## src/rtl/multicycle_step_sequencer.sv

```systemverilog
// Step sequencer for the multicycle ARM datapath: fetch, decode, then decoder-supplied execute steps.
// Optional performance counters are enabled by defining MULTICYCLE_SEQ_PERF_CNT_EN.
module multicycle_step_sequencer #(
    parameter int              CW          = 20,
    parameter int              MAX_STEPS   = 8,
    parameter int              STEP_W      = 3,
    parameter logic [CW-1:0]   FETCH_WORD  = 20'h76100,
    parameter logic [CW-1:0]   DECODE_WORD = 20'h00010,
    parameter int              MWRITE_BIT  = 19,
    parameter int              MREAD_BIT   = 17,
    parameter logic [CW-1:0]   GATE_MASK   = 20'hD0008,
    parameter int              CNT_W       = 16
) (
    input  logic                    clk,
    input  logic                    reset_n,
    input  logic                    en,
    input  logic                    flush,
    input  logic [STEP_W-1:0]       total_in,
    input  logic [MAX_STEPS*CW-1:0] steps_in,
    input  logic                    mem_ready,
    output logic [CW-1:0]           ctrl,
    output logic [STEP_W-1:0]       step,
    output logic                    last_step,
    output logic                    mem_wait,
    output logic                    instr_done,
`ifdef MULTICYCLE_SEQ_PERF_CNT_EN
    output logic [CNT_W-1:0]        cycle_count,
    output logic [CNT_W-1:0]        wait_count,
`endif
    output logic [CNT_W-1:0]        instr_count
);

    localparam logic [STEP_W-1:0] MIN_TOTAL = STEP_W'(2);
    localparam logic [STEP_W-1:0] MAX_TOTAL = STEP_W'(MAX_STEPS - 1);
    localparam logic [CW-1:0]     MEM_BITS  = (CW'(1) << MREAD_BIT) | (CW'(1) << MWRITE_BIT);

    logic [CW-1:0]     raw;
    logic [STEP_W-1:0] total_q;
    logic [STEP_W-1:0] total_clamped;
    logic              adv;

    always_comb begin
        raw = FETCH_WORD;
        if (step == STEP_W'(0)) begin
            raw = FETCH_WORD;
        end else if (step == STEP_W'(1)) begin
            raw = DECODE_WORD;
        end else begin
            raw = steps_in[int'(step)*CW +: CW];
        end
    end

    always_comb begin
        total_clamped = total_in;
        if (total_in < MIN_TOTAL) begin
            total_clamped = MIN_TOTAL;
        end else if (total_in > MAX_TOTAL) begin
            total_clamped = MAX_TOTAL;
        end
    end

    assign mem_wait   = (raw[MREAD_BIT] | raw[MWRITE_BIT]) & ~mem_ready;
    assign adv        = en & ~flush & ~mem_wait;
    assign last_step  = (step >= MIN_TOTAL) && (step == total_q);
    assign instr_done = adv & last_step;

    // While waiting on memory the strobes must stay up so the access completes.
    always_comb begin
        ctrl = raw;
        if (!en) begin
            ctrl = raw & ~GATE_MASK;
        end else if (mem_wait) begin
            ctrl = raw & ~(GATE_MASK & ~MEM_BITS);
        end
    end

    always_ff @(posedge clk or negedge reset_n) begin
        if (!reset_n) begin
            step        <= '0;
            total_q     <= MIN_TOTAL;
            instr_count <= '0;
        end else begin
            if (flush) begin
                step <= '0;
            end else if (adv) begin
                if (last_step) begin
                    step <= '0;
                end else begin
                    step <= step + STEP_W'(1);
                end
            end
            if (adv && (step == STEP_W'(1))) begin
                total_q <= total_clamped;
            end
            if (instr_done && (instr_count != {CNT_W{1'b1}})) begin
                instr_count <= instr_count + CNT_W'(1);
            end
        end
    end

`ifdef MULTICYCLE_SEQ_PERF_CNT_EN
    always_ff @(posedge clk or negedge reset_n) begin
        if (!reset_n) begin
            cycle_count <= '0;
            wait_count  <= '0;
        end else begin
            if (en && (cycle_count != {CNT_W{1'b1}})) begin
                cycle_count <= cycle_count + CNT_W'(1);
            end
            if (en && mem_wait && (wait_count != {CNT_W{1'b1}})) begin
                wait_count <= wait_count + CNT_W'(1);
            end
        end
    end
`endif

endmodule

```

## config.mk

```make
export PLATFORM = sky130hd
export DESIGN_NAME = multicycle_step_sequencer
export DESIGN_NICKNAME = d
export VERILOG_FILES = /design/src/rtl/multicycle_step_sequencer.sv
export SDC_FILE = /design/constraint.sdc
export NUM_CORES = 1
export LEC_CHECK = 0
export CORE_MARGIN = 4
export CORE_UTILIZATION = 32
export DETAILED_ROUTE_END_ITERATION = 10
export PLACE_DENSITY = 0.78
export SETUP_SLACK_MARGIN = 0.02
export SYNTH_ARGS = -nofsm -noshare
export SYNTH_HDL_FRONTEND = slang
export SYNTH_SLANG_ARGS = --single-unit
export TNS_END_PERCENT = 100
```

## constraint.sdc

```tcl
create_clock -name clk -period 3.98 [get_ports clk]
set_input_delay 0.597 -clock clk [delete_from_list [all_inputs] [get_ports clk]]
set_output_delay 0.597 -clock clk [all_outputs]
set_load 0.01 [all_outputs]
```

# == Word-level counts from Yosys, hierarchy flattened ==
# Index checks and enable logic that the tools add are counted.
# classes
n_bitwise,8
mux,9
shifts,1
eq_ne,3
reduce_logical,5
n_addsub,2
n_lt_le_gt_ge,3
mul,1
# op_table
op,count
160-bit by 9-bit indexed part select with 20-bit output,1
20-bit two-way mux,3
19-bit two-way mux,1
"16-bit by 1-bit adder with 16-bit output, second input constant",1
"16-bit != test, second input constant",1
3-bit two-way mux,5
"3-bit by 3-bit multiplier with 6-bit output, second input constant",1
1-bit bitwise AND,4
"3-bit by 1-bit adder with 3-bit output, second input constant",1
"3-bit by 1-bit equality test with 1-bit output, second input constant",1
3-bit equality test,1
"3-bit by 2-bit >= comparator with 1-bit output, second input constant",1
"3-bit greater-than comparator, second input constant",1
1-bit logical AND,3
3-bit logical NOT,1
"3-bit by 2-bit < comparator with 1-bit output, second input constant",1
1-bit inverter,3
2-bit nonzero test,1
1-bit OR,1
# totals
elab_cells,35
out_inout_bits,42
input_bits,168
register_bits,22

# == Longest topological paths before layout ==
# logic_depth
word_depth,10
depth_mapped,13
ltp_nobuf,8

# == Worst setup path after synthesis ==
# Ideal clock, no wire load.
# synth_path
path_kind,reg2out
from,register step[0]
to,output port instr_done
path_slack_ps,507
required_time_ps,3383
stages_incl_launch_ff,12
t_arrival_ps,2876
path_buffers,5
path_cell_list,dfrtp_1 buf_6 buf_2 clkbuf_1 inv_1 ha_1 clkbuf_1 nor3_1 a22oi_2 a41oi_2 buf_2 nor3b_1
# synth_between
elab_chain_cells,9
elab_cells_between_ends,14
cone_classes,mul (1); order compare (1); eq/ne (2); shift (1); mux (2); bitwise (5); reduce/logical (2)
# synth_rtl
element,line_no,text
start: declaration,22,"output logic [STEP_W-1:0] step,"
start signal: assignment,89,step <= step + STEP_W'(1);
3-bit by 3-bit multiplier with 6-bit output,49,raw = steps_in[int'(step)*CW +: CW];
160-bit by 9-bit indexed part select with 20-bit output,49,
20-bit two-way mux,46,end else if (step == STEP_W'(1)) begin
20-bit two-way mux,44,if (step == STEP_W'(0)) begin
1-bit OR,62,assign mem_wait = (raw[MREAD_BIT] | raw[MWRITE_BIT]) & ~mem_ready;
1-bit bitwise AND,62,
1-bit inverter,63,assign adv = en & ~flush & ~mem_wait;
1-bit bitwise AND,63,
1-bit bitwise AND (*),65,assign instr_done = adv & last_step;
end: declaration,25,"output logic instr_done,"
# Every way passes the cells marked *; elsewhere a longest branch is shown, timed or not.

# == Worst setup path in the final report ==
# Ends and elaborated chain as after synthesis.

==> results.cfg <==
[run_status]
status = finished, final reports clean

[pwr]
ir_drop_mv = 0.166
switchingPower_uw = 269
combPwrFrac = 0.502
swShare = 0.276
seqPwrFrac = 0.281
pwr-share-clk = 0.217
p_int_uw = 707
p_leak_uw = 0.00172
powerDensity_nw_per_um2 = 209

[drt]
drt_iter0_drc = 95
routedWlPerCell_um = 22.2
wirelength_um = 11300
first_pass_iters = 4
drc = 0
antenna_left = 0
vias = 2763
routed_via_density = 5.41

[clock_tree]
cts_buffers = 3
htreeDepth = 1
clkTransAtPathRegs_ns = 0.09
cts_setup_buffers = 0
clock_sinks = 22
cts_hold_buf = 0
cts_tree = built
cts-root-buf = clkbuf_8
clk_path_buf_depth = 2
clock_latency_ns = 0.27
cts.repair.resized = 0

[timing]
final.setup.worst_slack_ns = 0.429
rsz0062_at_grt = false
finClkSkew_ns = 0.00864
max_freq_mhz = 282
fin_crit_sh = 0.892
whs_ns = 0.484
finalSetupTns_ns = 0
hold_viol = 0
tightest_slew_ns = 1.02
maxSlewViolCount = 0
min_period_ns = 3.55
maxSlewHeadroom = 0.315
setup_viol = 0

[place]
pre_cts_ws_ns = 0.502
gp_congestion = 0.885
port_buffers = 209
dp_hpwl_um = 9620

[logic_synthesis]
synth_top_area_share = 0.363
synth_edf_count = 0
ys_seq_area_frac = 0.228
synth_most_common_cell = mux4_2
yosys-top-cells-count = mux4_2 (39), dfrtp_1 (21), nand2_1 (18), a22o_1 (11), nor2_1 (11)
ys_warn_count = 0
synthArstFlopShare = 1.00
yosysUniqueCellTypes = 44
ys_ff_latch = 22
syn_nets = 384
synthFlopType = dfrtp_1
synth_cells = 211
synth_area_um2 = 2420
netlist_top_cells_area = mux4_2 (36%), dfrtp_1 (22%), a22o_1 (4.0%)
synth_top_cell_by_area = mux4_2
syn_area_per_cell_um2 = 11.5

[final_layout]
fin_nets = 586
diodes = 0
drive_gt1_frac = 0.155
fill_cells = 636
syn_to_final_growth_pct = 93.3

[grt]
overflow = 0
grt_max_degree = 35
grt_pass1_vias = 2882
grt_pass1_wl_um = 16600
grt_use_total = 0.247
antenna_found_initial = 0

[min_path]
hp-start = total_q[1]
min_to = total_q[1]
min_path_type = register to register
min_path_cells = 2

[floorplanning]
core_area_um2 = 7290
die_w_um = 94.9
ios = 210
start_util = 0.332
die_h_um = 94.9
rows = 31
dieArea_um2 = 9010

[worst_setup_path]
required_ns = 3.38
critPathLaunchType = register
reg2regPathDepth = 6
critPathArrivalTime_ns = 2.95
crit_path_end_kind = output pin
r2r_end = total_q[2]
crit_type = register to output pin
r2r_slack_ns = 1.22
reg2reg_from = step[0]
cp_max_fo = 14

[flow_run]
maxCapViolCount = 0
==> kinds of logic (layout without fill, tap and decap cells) <==
logic type | after synthesis | after routing | synth area share
AOI/OAI and AO/OA | 37 | 37 | 0.112
xor gates and xnor gates | 16 | 16 | 0.0579
adders and majority gates | 5 | 5 | 0.0259
DFF | 22 | 22 | 0.228
and+or+nand+nor | 65 | 65 | 0.148
muxes | 44 | 44 | 0.387
buffers and inverters | 22 | 223 | 0.0404
==> area by class of cell <==
type | count | area (um2) | area share
Timing Repair Buffer | 215 | 2140 | 0.457
Inverter | 4 | 15.0 | 0.00321
Sequential cell | 22 | 554 | 0.119
Tap cell | 99 | 124 | 0.0265
Multi-Input combinational cell | 167 | 1770 | 0.379
Clock buffer | 3 | 41.3 | 0.00883
Clock inverter | 1 | 30.0 | 0.00642
==> worst max-delay path by stage <==
stage,from,endpoint,slack (ns)
6_report,step[0],instr_done,0.43
5_1_grt,step[0],instr_done,0.26
4_1_cts,step[0],instr_done,0.37
3_5_place_dp,steps_in[97],ctrl[18],0.50
3_3_place_gp,steps_in[97],instr_done,0.53
2_1_floorplan,step[0],instr_done,0.51
==> per-layer routing <==
layer | GRT usage | routed length, um | up-vias
met5 | 0 | 0 | -
met4 | 0.0589 | 253 | 0
li1 | - | - | 1236
met1 | 0.308 | 4350 | 1360
met2 | 0.426 | 5590 | 148
met3 | 0.0645 | 1140 | 19
==> through the flow <==
stage / std cells / total power (uW) / cell area [um2] / utilization
finish: 511 / 976 / 4680 / 0.641
floorplan: 211 / 496 / 2420 / -
detailed placement: 507 / 770 / 4600 / 0.631
global placement: 507 / 759 / 4600 / 0.631
CTS: 511 / 986 / 4680 / 0.641
global route: 511 / 1030 / 4680 / 0.641
==> flip-flops by register name (all words and copies together), names as in the netlist <==
name and flops:
instr_count 16, step 3, total_q 3
==> power groups by stage <==
| stage | Sequential (uW) | Combinational [uW] | Clock, uW |
|---|---|---|---|
| finish | 274 | 490 | 212 |
| floorplan | 270 | 226 | 0 |
| detailed placement | 280 | 491 | 0 |
| CTS | 275 | 494 | 217 |
| global placement | 278 | 481 | 0 |
| global route | 279 | 526 | 225 |
==> critical path: stages, from the launching register on <==
cell	delay, ns
dfrtp_2	0.55
inv_1	0.13
ha_1	0.14
or3b_1	0.35
a211o_1	0.30
a21oi_4	0.29
nor3b_1	0.32
clkdlybuf4s50_1	0.61
==> layout by cell type (no fill, tap or decap), types with 4 or more instances in the layout <==
| master | instances |
|---|---|
| clkdlybuf4s50_1 | 209 |
| nor2_1 | 11 |
| nor3_1 | 8 |
| ha_1 | 5 |
| nand3_1 | 6 |
| nand2_1 | 18 |
| a21oi_1 | 10 |
| xnor2_1 | 8 |
| dfrtp_1 | 19 |
| a22o_1 | 11 |
| mux4_2 | 39 |
| inv_1 | 4 |
| buf_4 | 6 |
| xor2_1 | 8 |
| o21ai_0 | 4 |
No activity file was read; power rests on OpenSTA's default activity.
